**config.mk**
```make
export PLATFORM = sky130hd
export DESIGN_NAME = ahb_console_fifo
export DESIGN_NICKNAME = d
export VERILOG_FILES = /design/src/rtl/urv_console_pkg.sv /design/src/rtl/urv_sync_fifo.sv /design/src/rtl/ahb_console_fifo.sv
export SDC_FILE = /design/constraint.sdc
export NUM_CORES = 1
export LEC_CHECK = 0
export BUFFER_PORTS_ARGS = -buffer_cell sky130_fd_sc_hd__buf_2
export CORE_ASPECT_RATIO = 0.7
export CORE_MARGIN = 4
export CORE_UTILIZATION = 40
export CTS_CLUSTER_SIZE = 40
export DETAILED_ROUTE_END_ITERATION = 10
export REMOVE_ABC_BUFFERS = 1
export SYNTH_ARGS = -nofsm -noshare
export SYNTH_HDL_FRONTEND = slang
export SYNTH_SLANG_ARGS = --single-unit
export TNS_END_PERCENT = 30
```
**constraint.sdc**
```tcl
create_clock -name CLK -period 4.31 [get_ports CLK]
set_input_delay 0.2155 -clock CLK [delete_from_list [all_inputs] [get_ports CLK]]
set_output_delay 0.2155 -clock CLK [all_outputs]
set_load 0.01 [all_outputs]
```
**src/rtl/urv_console_pkg.sv**
```systemverilog
// Shared constants for the uRV AHB console: register offsets, STATUS bit positions,
// HTRANS encodings and the AHB slave FSM state type.
package urv_console_pkg;

    localparam logic [1:0] REG_DATA   = 2'd0;
    localparam logic [1:0] REG_STATUS = 2'd1;
    localparam logic [1:0] REG_CTRL   = 2'd2;
    localparam logic [1:0] REG_HALT   = 2'd3;

    localparam int ST_TX_EMPTY  = 0;
    localparam int ST_TX_FULL   = 1;
    localparam int ST_OVF       = 2;
    localparam int ST_RX_VALID  = 3;
    localparam int ST_LEVEL_LSB = 8;

    localparam logic [1:0] HTRANS_NONSEQ = 2'b10;
    localparam logic [1:0] HTRANS_SEQ    = 2'b11;

    typedef enum logic [1:0] {
        AHB_IDLE,
        AHB_DPHASE,
        AHB_STALL
    } ahb_state_t;

endpackage

```
**src/rtl/urv_sync_fifo.sv**
```systemverilog
// Synchronous FIFO with level count; rst is active-low and sampled on wclk.
// A push into a full FIFO is accepted only when a pop happens in the same cycle.
module urv_sync_fifo #(
    parameter int WIDTH = 8,
    parameter int DEPTH = 16
) (
    input  logic                       wclk,
    input  logic                       rst,
    input  logic                       push,
    input  logic [WIDTH-1:0]           wdata,
    input  logic                       pop,
    output logic [WIDTH-1:0]           rdata,
    output logic                       full,
    output logic                       empty,
    output logic [$clog2(DEPTH):0]     level
);
    localparam int AW = $clog2(DEPTH);

    logic [WIDTH-1:0] mem [DEPTH];
    logic [AW-1:0]    wptr, rptr;
    logic             do_push, do_pop;

    assign do_pop  = pop & ~empty;
    assign do_push = push & (~full | do_pop);
    assign full    = (level == (AW+1)'(DEPTH));
    assign empty   = (level == '0);
    assign rdata   = mem[rptr];

    always_ff @(posedge wclk) begin
        if (!rst) begin
            wptr  <= '0;
            rptr  <= '0;
            level <= '0;
        end else begin
            if (do_push) wptr <= wptr + 1'b1;
            if (do_pop)  rptr <= rptr + 1'b1;
            case ({do_push, do_pop})
                2'b10:   level <= level + 1'b1;
                2'b01:   level <= level - 1'b1;
                default: ;
            endcase
        end
    end

    always_ff @(posedge wclk) begin
        if (do_push) mem[wptr] <= wdata;
    end

endmodule

```
**src/rtl/ahb_console_fifo.sv**
```systemverilog
// AHB-Lite console slave: DATA/STATUS/CTRL/HALT registers in front of a TX byte FIFO.
// Optional one-byte RX holding register when CONSOLE_RX_EN is defined.
module ahb_console_fifo
    import urv_console_pkg::*;
#(
    parameter int FIFO_DEPTH    = 16,
    parameter bit STALL_ON_FULL = 1'b1
) (
    input  logic        CLK,
    input  logic        nRST,
    input  logic        HSEL,
    input  logic [31:0] HADDR,
    input  logic [1:0]  HTRANS,
    input  logic        HWRITE,
    input  logic [2:0]  HSIZE,
    input  logic [31:0] HWDATA,
    input  logic        HREADY,
    output logic        HREADYOUT,
    output logic [31:0] HRDATA,
    output logic        HRESP,
    output logic [7:0]  TX_DATA,
    output logic        TX_VALID,
    input  logic        TX_READY,
    output logic        HALT,
    output logic [7:0]  HALT_CODE
`ifdef CONSOLE_RX_EN
    ,
    input  logic [7:0]  RX_DATA,
    input  logic        RX_VALID,
    output logic        RX_READY
`endif
);
    localparam int LW = $clog2(FIFO_DEPTH) + 1;

    ahb_state_t  state;
    logic        dph_write;
    logic [1:0]  dph_off;
    logic        dph_vld, stall, data_wr, tx_push, tx_pop;
    logic        tx_full, tx_empty, tx_en, ovf;
    logic [LW-1:0] tx_level;
    logic        rx_full;
    logic [7:0]  rx_hold;
    logic [31:0] status;
    logic        unused;

    assign unused = ^{HADDR[31:4], HADDR[1:0], HSIZE, HWDATA[31:8]};

    assign dph_vld  = (state != AHB_IDLE);
    assign TX_VALID = ~tx_empty & tx_en;
    assign tx_pop   = TX_VALID & TX_READY;
    // A DATA write into a full FIFO waits only if no pop frees a slot this cycle.
    assign stall    = STALL_ON_FULL & dph_vld & dph_write & (dph_off == REG_DATA)
                      & tx_full & ~tx_pop;
    assign HREADYOUT = ~stall;
    assign HRESP     = 1'b0;
    assign data_wr   = dph_vld & dph_write & ~stall;
    assign tx_push   = data_wr & (dph_off == REG_DATA);

    urv_sync_fifo #(.WIDTH(8), .DEPTH(FIFO_DEPTH)) u_tx_fifo (
        .wclk  (CLK),
        .rst   (nRST),
        .push  (tx_push),
        .wdata (HWDATA[7:0]),
        .pop   (tx_pop),
        .rdata (TX_DATA),
        .full  (tx_full),
        .empty (tx_empty),
        .level (tx_level)
    );

    always_comb begin
        status = '0;
        status[ST_TX_EMPTY] = tx_empty;
        status[ST_TX_FULL]  = tx_full;
        status[ST_OVF]      = ovf;
        status[ST_RX_VALID] = rx_full;
        status[ST_LEVEL_LSB +: 8] = 8'(tx_level);
    end

    // Reads are zero-wait and reflect the state of the first data-phase cycle.
    always_comb begin
        HRDATA = '0;
        if (dph_vld && !dph_write) begin
            case (dph_off)
                REG_DATA:   HRDATA = {24'b0, rx_hold};
                REG_STATUS: HRDATA = status;
                REG_CTRL:   HRDATA = {31'b0, tx_en};
                default:    HRDATA = {23'b0, HALT, HALT_CODE};
            endcase
        end
    end

    always_ff @(posedge CLK) begin
        if (!nRST) begin
            state     <= AHB_IDLE;
            dph_write <= 1'b0;
            dph_off   <= REG_DATA;
            ovf       <= 1'b0;
            tx_en     <= 1'b1;
            HALT      <= 1'b0;
            HALT_CODE <= 8'h00;
        end else begin
            if (stall) begin
                state <= AHB_STALL;
            end else if (HREADY && HSEL && (HTRANS == HTRANS_NONSEQ || HTRANS == HTRANS_SEQ)) begin
                state     <= AHB_DPHASE;
                dph_write <= HWRITE;
                dph_off   <= HADDR[3:2];
            end else begin
                state <= AHB_IDLE;
            end

            if (data_wr) begin
                case (dph_off)
                    REG_DATA:   if (tx_full && !tx_pop) ovf <= 1'b1;
                    REG_STATUS: if (HWDATA[ST_OVF]) ovf <= 1'b0;
                    REG_CTRL:   tx_en <= HWDATA[0];
                    default: begin
                        HALT      <= 1'b1;
                        HALT_CODE <= HWDATA[7:0];
                    end
                endcase
            end
        end
    end

`ifdef CONSOLE_RX_EN
    logic rx_rd;
    assign rx_rd    = dph_vld & ~dph_write & (dph_off == REG_DATA);
    assign RX_READY = ~rx_full;

    // A load in the same cycle as a DATA read keeps the new byte.
    always_ff @(posedge CLK) begin
        if (!nRST) begin
            rx_full <= 1'b0;
            rx_hold <= 8'h00;
        end else if (RX_VALID && RX_READY) begin
            rx_full <= 1'b1;
            rx_hold <= RX_DATA;
        end else if (rx_rd) begin
            rx_full <= 1'b0;
            rx_hold <= 8'h00;
        end
    end
`else
    assign rx_full = 1'b0;
    assign rx_hold = 8'h00;
`endif

endmodule
```
==> results.md <==
Run status:
- The run finished with clean final reports.

Logic synthesis:
- The fraction of synthesized cell area taken by the top area cell type is 0.572.
- The share of the Yosys chip area taken by registers is 0.671.
- For this run, the number of Yosys warnings is 0.
- The most used flip-flop cell after synthesis is sky130_fd_sc_hd__edfxtp_1.
- Averaged over all synthesized cells, the footprint is 15.1 um2.
- The share of the synthesized area in compound gates (AO/OA/AOI/OAI) is 0.0514.
- After synthesis the cells add up to 6710 um2.
- By area the synthesized netlist is led by sky130_fd_sc_hd__edfxtp_1 (57%), sky130_fd_sc_hd__mux4_2 (11%), sky130_fd_sc_hd__dfxtp_1 (9.8%), sky130_fd_sc_hd__nand2_1 (2.3%), sky130_fd_sc_hd__buf_4 (2.2%).
- Synthesis inferred 161 register bits.
- The cell count after synthesis came out at 445.
- Of the total synthesized cell area, the portion taken by AND, OR, NAND and NOR gates is 0.0936.
- In this run, distinct cell masters in the synthesized netlist total 48.
- The share of flip-flops with an asynchronous set or reset is 0.
- Of the total synthesized cell area, the portion taken by full adders, half adders and majority gates is 0.0149.
- The cell taking the most area after synthesis is sky130_fd_sc_hd__edfxtp_1.
- After synthesis, the largest family of logic cells by area is multiplexers.
- The count of flip-flops with a built-in enable after synthesis is 128.
- Of the total synthesized cell area, the portion taken by XOR and XNOR cells is 0.00783.
- The mux contribution to synthesized area is 0.121.

Timing:
- Setup repair after global routing left no endpoint under its margin.
- The pin slew with the least headroom to its limit is 882 ps.
- Headroom to the max-slew limit came out at 0.410.
- The final-layout setup total negative slack is 0 ps.
- The highest attainable clock frequency is 332 MHz.
- The final number of hold-violating endpoints is 0.
- The part of the cycle the worst path needs is 0.698.
- The number of max-slew violations in the final report is 0.
- The final-report setup violation count is 0.
- On the final layout, the worst clock skew is 12.1 ps.
- The routed design could run at a clock period as short as 3010 ps.

Placement:
- The wire-length estimate of the detail-placed layout is 9370 um.
- The routability-driven placement congestion ratio is 0.786.
- The number of I/O port buffers is 48.
- The placed instance count is 698.

Run:
- The number of max-cap violations is 0.

Clock network:
- The number of H-tree levels is 4.
- The total of cells resized after clock tree synthesis is 0.
- The count of buffers added by post-CTS timing repair for setup is 0.
- The clock reaches the later pin of the worst-skew pair after 430 ps.
- The root buffer cell chosen for the clock tree is sky130_fd_sc_hd__clkbuf_16.
- Counting the buffers created by CTS gives 17.
- TritonCTS built the clock tree.
- The buffer levels on the longest clock path is 2.
- The hold-fix buffer count after cts is 0.
- The clock net in this run drives a total of 161 sinks.
- The CTS clock-pin slew for the worst setup and hold paths is 70 ps.

Drt:
- The first-pass iteration count of the detailed router is 5.
- In the routed design, unresolved DRC markers number 0.
- For this block, the initial DRC count from the detailed router was 400.
- The via density per instance is 5.23.
- The routed layout has 3,818 vias.
- The detailed-route wire length is 14,100 um.
- The routed length per instance is 19.2 um.
- The detail route stage leaves a number of antenna-violating nets equal to 0.

Die:
- The die outline area is 19,000 um2.
- Pin placement for this block handled 127 I/O pins.
- In this run the core area contains 39 standard-cell rows.
- The horizontal die dimension is 163 um.
- The starting density of the core is 0.409.
- In this run the standard cell core region covers 16,400 um2.
- The height of the die is 116 um.

GRT:
- The number of global-route vias before repair is 3,813.
- The number of antenna violations at the first check in global routing is 0.
- Entering global routing, the biggest net connects 33 pins.
- The total global routing track utilization is 0.158.
- The wire length of the first global-routing pass is 21,900 um.
- Global routing finished with a remaining overflow of 0.

Hold path:
- Counting instances, the worst hold path has a depth of 3.
- The worst min-delay path class is input pin to register.

Final layout:
- In the final design database the tool counted 575 nets.
- Of the cells placed in the final design, the portion with a size suffix greater than 1 is 0.238.
- The final-layout fill cell count is 1,458.
- Relative to the synthesized area, the layout overhead comes to 14.8%.
- The final cell count without fillers is 730.
- The sequential cell area is 4510 um2.
- The diode insertion count for antenna repair is 0.
- The combined area of the multi-input logic cells is 2010 um2.

Power:
- Of the total power, combinational logic draws 0.185.
- Of the total power, the share spent switching nets is 0.261.
- The worst-case IR drop observed on VDD is 262 uV.
- The internal power of the cells totals 0.00305 W.
- In this run the power spent charging and discharging nets is 0.00107 W.
- The leakage power figure is 2.65 nW.
- The share of total power dissipated in sequential elements is 0.442.
- The power per standard cell area is 535 nW/um2.
- The share of total power dissipated in the clock network is 0.373.

Critical path:
- The critical path is of the register to register type.
- For the worst setup path, the data required time is 4650 ps.
- Data on the critical path arrives at its endpoint at 3350 ps.
- STA classifies the critical path endpoint as a register.
- Along the worst path, the maximum fanout reaches 12.
- STA classifies the critical path startpoint as a register.
- The worst register-to-register path has a depth of 10.
==> stage by stage <==
stage	power [W]	util	cell area, um2	hold WS [ps]	setup slack, ps
floorplan	0.00238	-	6540	277	1640
global placement	0.00261	0.433	7100	423	1370
detailed placement	0.00262	0.433	7100	454	1340
CTS	0.00415	0.470	7710	30.9	1320
global route	0.00431	0.470	7710	38.3	1050
finish	0.00412	0.470	7710	35.4	1300
==> cells in the final DEF (no fill, tap or decap), types with 8 or more instances in the layout <==
| cell type | count |
|---|---|
| sky130_fd_sc_hd__a21oi_1 | 16 |
| sky130_fd_sc_hd__a22oi_1 | 16 |
| sky130_fd_sc_hd__buf_2 | 48 |
| sky130_fd_sc_hd__clkbuf_16 | 17 |
| sky130_fd_sc_hd__conb_1 | 20 |
| sky130_fd_sc_hd__dfxtp_1 | 32 |
| sky130_fd_sc_hd__edfxtp_1 | 128 |
| sky130_fd_sc_hd__ha_1 | 8 |
| sky130_fd_sc_hd__mux2i_1 | 8 |
| sky130_fd_sc_hd__mux4_2 | 32 |
| sky130_fd_sc_hd__nand2_1 | 42 |
| sky130_fd_sc_hd__nand3_1 | 11 |
| sky130_fd_sc_hd__nor2_1 | 31 |
==> routing by layer <==
layer	up-vias	part of all wire	global-route usage
met4	0	0.015	0.0553
met2	126	0.45	0.236
met1	1907	0.47	0.226
met3	17	0.062	0.0406
met5	-	0	0
li1	1768	-	-
==> cell families after synthesis <==
| family | after synthesis |
|---|---|
| xor gates and xnor gates | 6 |
| DFF | 161 |
| and+or+nand+nor | 126 |
| buffers and inverters | 50 |
| muxes | 41 |
| AOI/OAI and AO/OA | 52 |
| other | 1 |
| adders and majority gates | 8 |
==> flip-flops by register name, summed over array words and instances (netlist names), named ones only <==
signal and cells:
HALT_CODE 8, dph_write 1, u_tx_fifo.wptr 4, HALT 1, tx_en 1, dph_off 2, u_tx_fifo.rptr 4, ovf 1
u_tx_fifo.level 5, state 2, u_tx_fifo.mem 128
==> path summary, 6_finish.rpt <==
check	startpoint	end	slack (ps)
worst min register to register	ovf	ovf	470
worst max register to register	u_tx_fifo.level[2]	u_tx_fifo.level[2]	1300
worst max-delay path	u_tx_fifo.level[2]	u_tx_fifo.level[2]	1300
worst min-delay path	HWRITE	dph_write	40
==> critical path, cell delays in order (launching register included) <==
cell	delay, ps
sky130_fd_sc_hd__dfxtp_1	420
sky130_fd_sc_hd__or4_4	610
sky130_fd_sc_hd__o21bai_2	260
sky130_fd_sc_hd__inv_1	110
sky130_fd_sc_hd__ha_1	310
sky130_fd_sc_hd__xor2_1	180
sky130_fd_sc_hd__ha_1	190
sky130_fd_sc_hd__a21oi_1	280
sky130_fd_sc_hd__xnor2_1	120
sky130_fd_sc_hd__or3_1	310
sky130_fd_sc_hd__a21oi_1	150
==> synth_stat cells (2+ instances only) <==
master / number
sky130_fd_sc_hd__ha_1: 8
sky130_fd_sc_hd__o21ai_0: 5
sky130_fd_sc_hd__nor3_1: 5
sky130_fd_sc_hd__a21oi_1: 16
sky130_fd_sc_hd__clkbuf_1: 17
sky130_fd_sc_hd__and3_1: 7
sky130_fd_sc_hd__nand2b_1: 6
sky130_fd_sc_hd__o2111ai_1: 3
sky130_fd_sc_hd__nand2_1: 42
sky130_fd_sc_hd__nand3_1: 11
sky130_fd_sc_hd__a32oi_1: 2
sky130_fd_sc_hd__nor2b_1: 3
sky130_fd_sc_hd__mux4_2: 32
sky130_fd_sc_hd__inv_1: 5
sky130_fd_sc_hd__dfxtp_1: 33
sky130_fd_sc_hd__buf_4: 20
sky130_fd_sc_hd__and2_1: 2
sky130_fd_sc_hd__o22ai_1: 2
sky130_fd_sc_hd__buf_2: 4
sky130_fd_sc_hd__mux2i_1: 8
sky130_fd_sc_hd__or4_1: 2
sky130_fd_sc_hd__a22oi_1: 16
sky130_fd_sc_hd__nor2_1: 31
sky130_fd_sc_hd__buf_1: 4
sky130_fd_sc_hd__xor2_1: 5
sky130_fd_sc_hd__or3_1: 2
sky130_fd_sc_hd__nor3b_1: 6
sky130_fd_sc_hd__edfxtp_1: 128
==> power by group through the flow <==
| stage | clock network [W] | logic [W] | registers [W] |
|---|---|---|---|
| global placement | 0 | 0.000759 | 0.00185 |
| floorplan | 0 | 0.000519 | 0.00186 |
| CTS | 0.00156 | 0.000768 | 0.00182 |
| global route | 0.00162 | 0.000842 | 0.00184 |
| finish | 0.00154 | 0.000762 | 0.00182 |
| detailed placement | 0 | 0.000765 | 0.00186 |
==> area by class of cell <==
cell class | count | share of cell area
clock buffer | 21 | 0.0571
clock inverter | 11 | 0.0211
inverter | 5 | 0.00244
multi-input combinational | 253 | 0.261
sequential | 161 | 0.585
tap | 225 | 0.0365
timing repair buffer | 54 | 0.0370
Power figures use the tool's default switching activity.
